[src/rtl/i2c_slave_regif.sv]
// i2c_slave_regif: I2C target exposing a 256 x 8-bit register space through a simple register-file port.
//   Frame: START, {addr7,R/W}, pointer byte, data bytes; reads re-address with a repeated START.
//   Optional feature macro: I2C_SLAVE_GENERAL_CALL_EN (ACK 7'h00/W and silently discard its bytes).
// Ports:
//   i_clk, i_rst          system clock, synchronous active-high reset
//   i_sda, i_scl          asynchronous bus pad inputs
//   o_sda                 0 = pull SDA low, 1 = release
//   o_scl                 always released (no clock stretching)
//   o_reg_addr            register pointer
//   o_reg_wdata, o_reg_we write data and its 1-cycle strobe
//   o_reg_re, i_reg_rdata 1-cycle read strobe, data valid the following cycle
//   o_busy                high between an accepted START and STOP
module i2c_slave_regif #(
    parameter logic [6:0] SLAVE_ADDRESS = 7'h50,
    parameter int         FILTER_LEN    = 3
) (
    input  logic       i_clk,
    input  logic       i_rst,
    input  logic       i_sda,
    input  logic       i_scl,
    output logic       o_sda,
    output logic       o_scl,
    output logic [7:0] o_reg_addr,
    output logic [7:0] o_reg_wdata,
    output logic       o_reg_we,
    output logic       o_reg_re,
    input  logic [7:0] i_reg_rdata,
    output logic       o_busy
);
`ifdef I2C_SLAVE_GENERAL_CALL_EN
    localparam logic GC_EN = 1'b1;
`else
    localparam logic GC_EN = 1'b0;
`endif
    localparam int FW = $clog2(FILTER_LEN + 1);
    typedef enum logic [3:0] {
        IDLE, ADDR, ADDR_ACK, PTR, PTR_ACK, WR_BYTE, WR_ACK, RD_BYTE, RD_ACK, IGNORE
    } state_e;
    state_e state_q, state_d;
    // Bit 0 carries SCL, bit 1 carries SDA through synchroniser and filter.
    logic [1:0] s1_q, s2_q, flt_q, prv_q;
    logic [FW-1:0] fc_q [2];
    logic [3:0] cnt_q, cnt_d;
    logic [6:0] sh_q, sh_d;
    logic [7:0] tx_q, tx_d, addr_q, addr_d, wdata_q, wdata_d;
    logic sda_q, sda_d, we_q, we_d, re_q, re_d, pend_q, pend_d, cap_q, cap_d;
    logic busy_q, busy_d, rw_q, rw_d, gc_q, gc_d, ack_q, ack_d;
    logic rise, fall, start, stop, done, hit, gc_hit, active, ack_bit;
    logic [7:0] rx;
    always_ff @(posedge i_clk) begin
        if (i_rst) begin
            s1_q  <= '1;
            s2_q  <= '1;
            flt_q <= '1;
            prv_q <= '1;
            fc_q  <= '{default: '0};
        end else begin
            s1_q  <= {i_sda, i_scl};
            s2_q  <= s1_q;
            prv_q <= flt_q;
            // A new level is accepted only after FILTER_LEN consecutive differing samples.
            for (int k = 0; k < 2; k++) begin
                if (s2_q[k] == flt_q[k]) fc_q[k] <= '0;
                else if (fc_q[k] == FW'(FILTER_LEN - 1)) begin
                    flt_q[k] <= s2_q[k];
                    fc_q[k]  <= '0;
                end else fc_q[k] <= fc_q[k] + 1'b1;
            end
        end
    end
    assign rise    = flt_q[0] & ~prv_q[0];
    assign fall    = ~flt_q[0] & prv_q[0];
    assign start   = flt_q[0] & prv_q[0] & prv_q[1] & ~flt_q[1];
    assign stop    = flt_q[0] & prv_q[0] & ~prv_q[1] & flt_q[1];
    assign rx      = {sh_q, flt_q[1]};
    assign done    = rise & (cnt_q == 4'd7);
    assign hit     = (sh_q == SLAVE_ADDRESS);
    assign gc_hit  = GC_EN & (sh_q == 7'd0) & ~flt_q[1];
    assign active  = (state_q != IDLE) && (state_q != IGNORE);
    assign ack_bit = rise & (state_q == RD_ACK) & (cnt_q == 4'd8);
    always_ff @(posedge i_clk) state_q <= i_rst ? IDLE : state_d;
    // Byte states leave on the 8th SCL rise; ACK states leave on the 9th SCL fall.
    always_comb begin
        state_d = state_q;
        if (start) state_d = ADDR;
        else if (stop) state_d = IDLE;
        else if (done) begin
            case (state_q)
                ADDR:    state_d = (hit | gc_hit) ? ADDR_ACK : IGNORE;
                PTR:     state_d = PTR_ACK;
                WR_BYTE: state_d = WR_ACK;
                RD_BYTE: state_d = RD_ACK;
                default: ;
            endcase
        end else if (fall && cnt_q == 4'd9) begin
            case (state_q)
                ADDR_ACK:        state_d = rw_q ? RD_BYTE : PTR;
                PTR_ACK, WR_ACK: state_d = WR_BYTE;
                RD_ACK:          state_d = ack_q ? RD_BYTE : IGNORE;
                default: ;
            endcase
        end
    end
    always_comb begin
        cnt_d   = start ? 4'd0 : (rise && active) ? cnt_q + 4'd1 : (fall && cnt_q == 4'd9) ? 4'd0 : cnt_q;
        sh_d    = rise ? rx[6:0] : sh_q;
        rw_d    = (done && state_q == ADDR) ? flt_q[1] : rw_q;
        gc_d    = start ? 1'b0 : (done && state_q == ADDR) ? gc_hit : gc_q;
        ack_d   = ack_bit ? ~flt_q[1] : ack_q;
        we_d    = done && state_q == WR_BYTE && !gc_q;
        wdata_d = we_d ? rx : wdata_q;
        pend_d  = ack_bit & ~flt_q[1];
        // Read strobe after a matching R address, or one cycle after the pointer advances on a master ACK.
        re_d    = (done && state_q == ADDR && hit && flt_q[1]) || pend_q;
        cap_d   = re_q;
        tx_d    = cap_q ? i_reg_rdata : tx_q;
        addr_d  = (done && state_q == PTR && !gc_q) ? rx : (we_q || pend_d) ? addr_q + 8'd1 : addr_q;
        busy_d  = start ? 1'b1 : stop ? 1'b0 : busy_q;
        sda_d   = sda_q;
        if (start || stop) sda_d = 1'b1;
        else if (fall) begin
            case (state_q)
                ADDR_ACK, PTR_ACK, WR_ACK:
                    sda_d = (cnt_q == 4'd8) ? 1'b0 : (state_q == ADDR_ACK && rw_q) ? tx_q[7] : 1'b1;
                RD_ACK:  sda_d = (cnt_q == 4'd8) ? 1'b1 : ack_q ? tx_q[7] : 1'b1;
                RD_BYTE: sda_d = tx_q[~cnt_q[2:0]];
                default: sda_d = 1'b1;
            endcase
        end
    end
    always_ff @(posedge i_clk) begin
        if (i_rst) begin
            cnt_q   <= '0;
            sh_q    <= '0;
            tx_q    <= '0;
            addr_q  <= '0;
            wdata_q <= '0;
            sda_q   <= 1'b1;
            we_q    <= 1'b0;
            re_q    <= 1'b0;
            pend_q  <= 1'b0;
            cap_q   <= 1'b0;
            busy_q  <= 1'b0;
            rw_q    <= 1'b0;
            gc_q    <= 1'b0;
            ack_q   <= 1'b0;
        end else begin
            cnt_q   <= cnt_d;
            sh_q    <= sh_d;
            tx_q    <= tx_d;
            addr_q  <= addr_d;
            wdata_q <= wdata_d;
            sda_q   <= sda_d;
            we_q    <= we_d;
            re_q    <= re_d;
            pend_q  <= pend_d;
            cap_q   <= cap_d;
            busy_q  <= busy_d;
            rw_q    <= rw_d;
            gc_q    <= gc_d;
            ack_q   <= ack_d;
        end
    end
    assign o_sda       = sda_q;
    assign o_scl       = 1'b1;
    assign o_reg_addr  = addr_q;
    assign o_reg_wdata = wdata_q;
    assign o_reg_we    = we_q;
    assign o_reg_re    = re_q;
    assign o_busy      = busy_q;
endmodule

[config.mk]
export PLATFORM = sky130hd
export DESIGN_NAME = i2c_slave_regif
export DESIGN_NICKNAME = d
export VERILOG_FILES = /design/src/rtl/i2c_slave_regif.sv
export SDC_FILE = /design/constraint.sdc
export NUM_CORES = 1
export LEC_CHECK = 0
export BUFFER_PORTS_ARGS = -buffer_cell sky130_fd_sc_hd__buf_2
export CAP_MARGIN = 10
export CORE_MARGIN = 5
export CORE_UTILIZATION = 30
export DETAILED_ROUTE_END_ITERATION = 8
export GPL_TIMING_DRIVEN = 0
export SLEW_MARGIN = 25
export SYNTH_ARGS = -nofsm -noshare
export SYNTH_HDL_FRONTEND = slang
export SYNTH_SLANG_ARGS = --single-unit
[constraint.sdc]
create_clock -name i_clk -period 2.3 [get_ports i_clk]
set_input_delay 0.23 -clock i_clk [delete_from_list [all_inputs] [get_ports i_clk]]
set_output_delay 0.23 -clock i_clk [all_outputs]
set_load 0.01 [all_outputs]
* After elaboration in Yosys (flattened, before gate mapping) *
Cells that the tools add are included.

storage, ports and cells
  register bits after elaboration = 59

cells by class
  $add $sub $neg = 4
  magnitude comparators = 1
  equality and inequality tests = 19
  multiplexer cells = 22
  bitwise logic cells = 18
  reductions and logical operators = 31

operator list
  kind                   count
  $mux W4                6
  $eq A4 B3 Y1 const B   5
  $mux W8                2
  $pmux W4 S4            1
  $eq A4 B4 Y1 const B   3
  $pmux W4 S3            1
  $reduce_bool A4 Y1     3
  $reduce_or A3 Y1       4
  $and A1 B1 Y1          11
  $logic_and A1 B1 Y1    9
  $mux W1                9
  $add A8 B1 Y8 const B  1
  $eq A4 B2 Y1 const B   2
  $reduce_bool A2 Y1     4
  $eq A7 B7 Y1 const B   1
  $ne A7 B3 Y1 const B   1
  $not A1 Y1             6
  $reduce_and A3 Y1      2
  $reduce_bool A6 Y1     1
  $reduce_or A2 Y1       3
  $ne A5 B1 Y1 const B   1
  $add A2 B1 Y2 const B  2
  $add A4 B1 Y4 const B  1
  $eq A2 B2 Y1 const B   2
  10 further kinds       14

* Logic depth before layout (Yosys ltp) *
  depth after elaboration = 8
  depth in mapped cells = 8
  mapped depth without buffers = 7

* Worst setup path before layout *
No wires, ideal clock.

  kind = register to register
  start point = register cnt_q[0]
  end point = register addr_q[5] (netlist: o_reg_addr[5])
  library setup time = 79 ps
  arrival time = 1785 ps
  required time = 2221 ps
  slack = 435 ps
  cell stages (with the launch flop) = 8
  path buffers = 0
  path through = dfxtp_1 > inv_1 > ha_1 > and3b_2 > a41oi_4 > and4bb_1 > xnor2_1 > a211oi_2

on the way
  word-level cells in the longest chain between the ends = 5

RTL lines
  element                              RTL line  source
  from (decl)                          43        logic [3:0] cnt_q, cnt_d;
  from (signal assigned)               148       cnt_q <= cnt_d;
  $eq A4 B4 Y1                         80        assign ack_bit = rise & (state_q == RD_ACK) & (cnt_q == 4'd8);
  $and A1 B1 Y1                        80
  $and A1 B1 Y1                        112       pend_d = ack_bit & ~flt_q[1];
  $logic_or A1 B1 Y1                   117       addr_d = (done && state_q == PTR && !gc_q) ? rx : (we_q || pend_d) ? addr_q + 8'd1 : addr_q;
  $reduce_bool A2 Y1 (no source line)  -
  to (signal assigned)                 151       addr_q <= addr_d;
  to (decl)                            45        logic [7:0] tx_q, tx_d, addr_q, addr_d, wdata_q, wdata_d;

Parallel ways exist; a longest one is shown, timed or not.
A chain may end at the register's enable or synchronous reset.

* Final worst setup path *
Same ends and word-level chain as after synthesis.

==> impl_results.md <==
- RSZ-0062 raised after global routing: false
- Max-slew violations: 0
- Cell-internal power: 1.46 mW
- Die width: 106 um
- Combinational Power Share: 2.3%
- Cells after synthesis: 298
- Core area: 0.00911 sq mm
- Seq/Total Area, Yosys: 42.8%
- Worst Hold Path EP: s1_q[0]
- Root Buffer: clkbuf_8
- Clock buffer depth: 2
- Initial DRT Pass Iterations: 4
- Detail Placement HPWL: 4.62 mm
- Initial antenna violation count: 0
- Num CTS Buffers: 9
- Layout cells sized above 1: 22.0%
- Total GRT Usage: 11.4%
- Setup crit end kind: flip-flop
- Cell Rows: 35
- Number of global-route vias before repair: 2154
- Placed insts: 440
- PwrDens: 586 mW/mm^2
- CTS tree: built
- Post-cts sizing count: 0
- Reg-to-Reg Start: cnt_q[0]
- Setup repair bufs after CTS: 0
- Setup TNS: 0 ps
- PortBufs: 31
- EDFF count, synth: 0
- Relative slew slack: 46.2%
- Top_reg_cell synth: dfxtp_1
- Post-route insts no fill: 456
- Switching share of power: 22.6%
- Global route overflow: 0
- FMAX: 478 MHz
- Fillers: 948
- Tightest Pin Transition: 800 ps
- Layout net count: 358
- Synth Cell Area: 0.00276 sq mm
- Seq pwr share: 54.5%
- Hold Crit Depth: 2
- Final setup violation count: 0
- Die Span Y: 106 um
- Leak: 1.23 nW
- Drt initial violations: 124
- Syn Area/Cell: 9.25 sq um
- Crit. Startpoint: cnt_q[0]
- Routed wire length per instance: 13.5 um
- Pin count of the biggest net entering global routing: 11
- Worst r2r dst: o_reg_addr[5]
- Routability Congestion: 0.808
- Area grow syn2layout: 16.9%
- Clk sink count: 59
- Synth warn: 0
- Required @ worst endpoint: 2560 ps
- Tmin final: 2090 ps
- Yosys cell types: 50
- Worst hold path type: in2reg
- Fraction of registers with async set/reset: 0%
- # Max-Cap Violations: 0
- Via count: 2228
- NetSw: 0.427 mW
- R2r setup slk: 210 ps
- Final hold vios: 0
- Die area: 0.0112 sq mm
- Synth Register Bits: 59
- Crit start category: flip-flop
- Hold-fix buffers, CTS: 0
- Top Ports: 33
- Antenna viol nets, final: 0
- # DRC: 0
- # H-tree levels: 3
- HP Start: i_scl
- Final Skew: 7.32 ps
- Clock power share: 43.2%
- Total Wirelength: 6.14 mm
- Worst Reg-to-Reg Cells: 7
- DR vias/cell: 4.89
- Outcome: finished, final reports clean
- First-pass GRT wire length: 10.3 mm
- VDD IR max: 385 uV
- Starting Density: 30.3%
- Crit Path Max Fanout: 8
- Ant. Diodes: 0
- Critical path type: reg2reg
- Worst skew pair latency: 340 ps
- Clock-pin transition on the worst setup and hold timing paths: 70 ps
- Net Count, Synth: 316
- Critical Path AT: 2350 ps
- Period utilisation layout: 90.9%
## registers in the layout, indices dropped and copies added, names as in the netlist
signal and count:
o_reg_we 1, o_busy 1, state_q 4, tx_q 8
o_sda 1, s1_q 2, cnt_q 4, pend_q 1
ack_q 1, cap_q 1, rw_q 1, fc_q 4
s2_q 2, o_reg_wdata 8, sh_q 7, o_reg_re 1
prv_q 2, o_reg_addr 8, flt_q 2
## synth_stat cells (2+ instances only)
master,n,area (sq um)
mux4_2,2,45.0
xnor2_1,10,87.6
nor3_2,3,30.0
nand4b_1,5,43.8
and3_1,2,12.5
ha_1,6,75.1
or3_1,3,18.8
clkbuf_1,9,33.8
xor2_1,2,17.5
buf_2,6,30.0
mux2i_1,20,200
nor3_1,2,10.0
inv_1,6,22.5
a31oi_1,4,25.0
nand4_1,2,12.5
a211o_1,2,17.5
nor2_1,48,180
nor3_4,2,32.5
or2_2,7,43.8
a211oi_1,8,60.1
nand2b_1,5,31.3
buf_4,3,22.5
o21ai_0,7,35.0
a221oi_1,2,17.5
a21oi_1,13,65.1
nor2b_1,10,62.6
nand2_1,21,78.8
nand3_1,5,25.0
dfxtp_1,59,1180
nand3b_1,4,30.0
## cell families (layout without fill, tap and decap cells)
logic type / Yosys count / after routing / synth area share (%)
multiplexers: 23 / 23 / 9.30
buffers and inverters: 24 / 71 / 3.95
AND/OR/NAND/NOR: 126 / 126 / 24.5
XOR/XNOR: 12 / 12 / 3.81
other: 1 / 1 / 0.136
flip-flops: 59 / 59 / 42.8
adder cells (fa/ha/maj): 6 / 6 / 2.72
AO/OA/AOI/OAI: 47 / 47 / 12.7
## layout make-up
type / instances / area, sq um / share of cell area (%)
plain buffers: 18 / 86.3 / 2.68
repair buffers: 31 / 155 / 4.81
flip-flops and latches: 59 / 1180 / 36.6
clock inverters: 4 / 26.3 / 0.815
clock buffers: 12 / 145 / 4.50
inverters: 6 / 22.5 / 0.699
multi-input cells: 215 / 1470 / 45.5
well taps: 111 / 139 / 4.31
## placed cells by master (no fill, tap or decap), types with 2 or more instances in the layout
| master | instances |
|---|---|
| a211o_1 | 2 |
| a211oi_1 | 8 |
| a21oi_1 | 13 |
| a221oi_1 | 2 |
| a31oi_1 | 4 |
| and3_1 | 2 |
| buf_2 | 37 |
| buf_4 | 3 |
| clkbuf_1 | 11 |
| clkbuf_8 | 10 |
| clkinv_2 | 2 |
| dfxtp_1 | 59 |
| ha_1 | 6 |
| inv_1 | 6 |
| mux2i_1 | 20 |
| mux4_2 | 2 |
| nand2_1 | 21 |
| nand2b_1 | 5 |
| nand3_1 | 5 |
| nand3b_1 | 4 |
| nand4_1 | 2 |
| nand4b_1 | 5 |
| nor2_1 | 48 |
| nor2b_1 | 10 |
| nor3_1 | 2 |
| nor3_2 | 3 |
| nor3_4 | 2 |
| o21ai_0 | 7 |
| or2_2 | 7 |
| or3_1 | 3 |
| xnor2_1 | 10 |
| xor2_1 | 2 |
## power by group through the flow
stage          clock (mW)  combinational (mW)  sequential (mW)
2_1_floorplan           0              0.0244             1.05
4_1_cts             0.845              0.0441             1.03
3_5_place_dp            0              0.0440             1.05
3_3_place_gp            0              0.0435             1.05
6_report            0.817              0.0432             1.03
5_1_grt             0.891              0.0483             1.03
## worst max path at each step
stage | to | slack (ps)
finish | o_reg_addr[5] | 210
global route | o_reg_addr[5] | 60
CTS | o_reg_addr[5] | 170
detailed placement | o_reg_addr[5] | 180
global placement | o_reg_addr[5] | 220
floorplan | o_reg_addr[5] | 440
## critical path: stages (launching register included)
cell and delay (ps):
dfxtp_1 500, inv_1 100, ha_1 230, and3b_2 260, a41oi_4 330, and4bb_1 240
xnor2_1 140, a211oi_2 210
## metrics by stage
stage	hold WS (ps)	total power, mW	setup WS, ps	util, %	cell area, sq um
finish	67.8	1.89	209	35.4	3220
global route	58.1	1.97	59.1	35.4	3220
CTS	61.7	1.92	167	35.4	3220
detailed placement	399	1.10	181	33.5	3050
global placement	396	1.10	223	33.5	3050
floorplan	334	1.08	435	-	2760
## metal layers
metal / wire (um) / track usage [%] / share of wire, % / vias to the layer above
met4: 92 / 3.33 / 1.5 / 0
met3: 231 / 3.25 / 3.8 / 8
met5: 0 / 0 / 0 / -
met1: 2910 / 14.3 / 47 / 1059
li1: - / - / - / 1120
met2: 2910 / 18.9 / 47 / 41
Note: power is estimated with default switching activity, not from simulation.
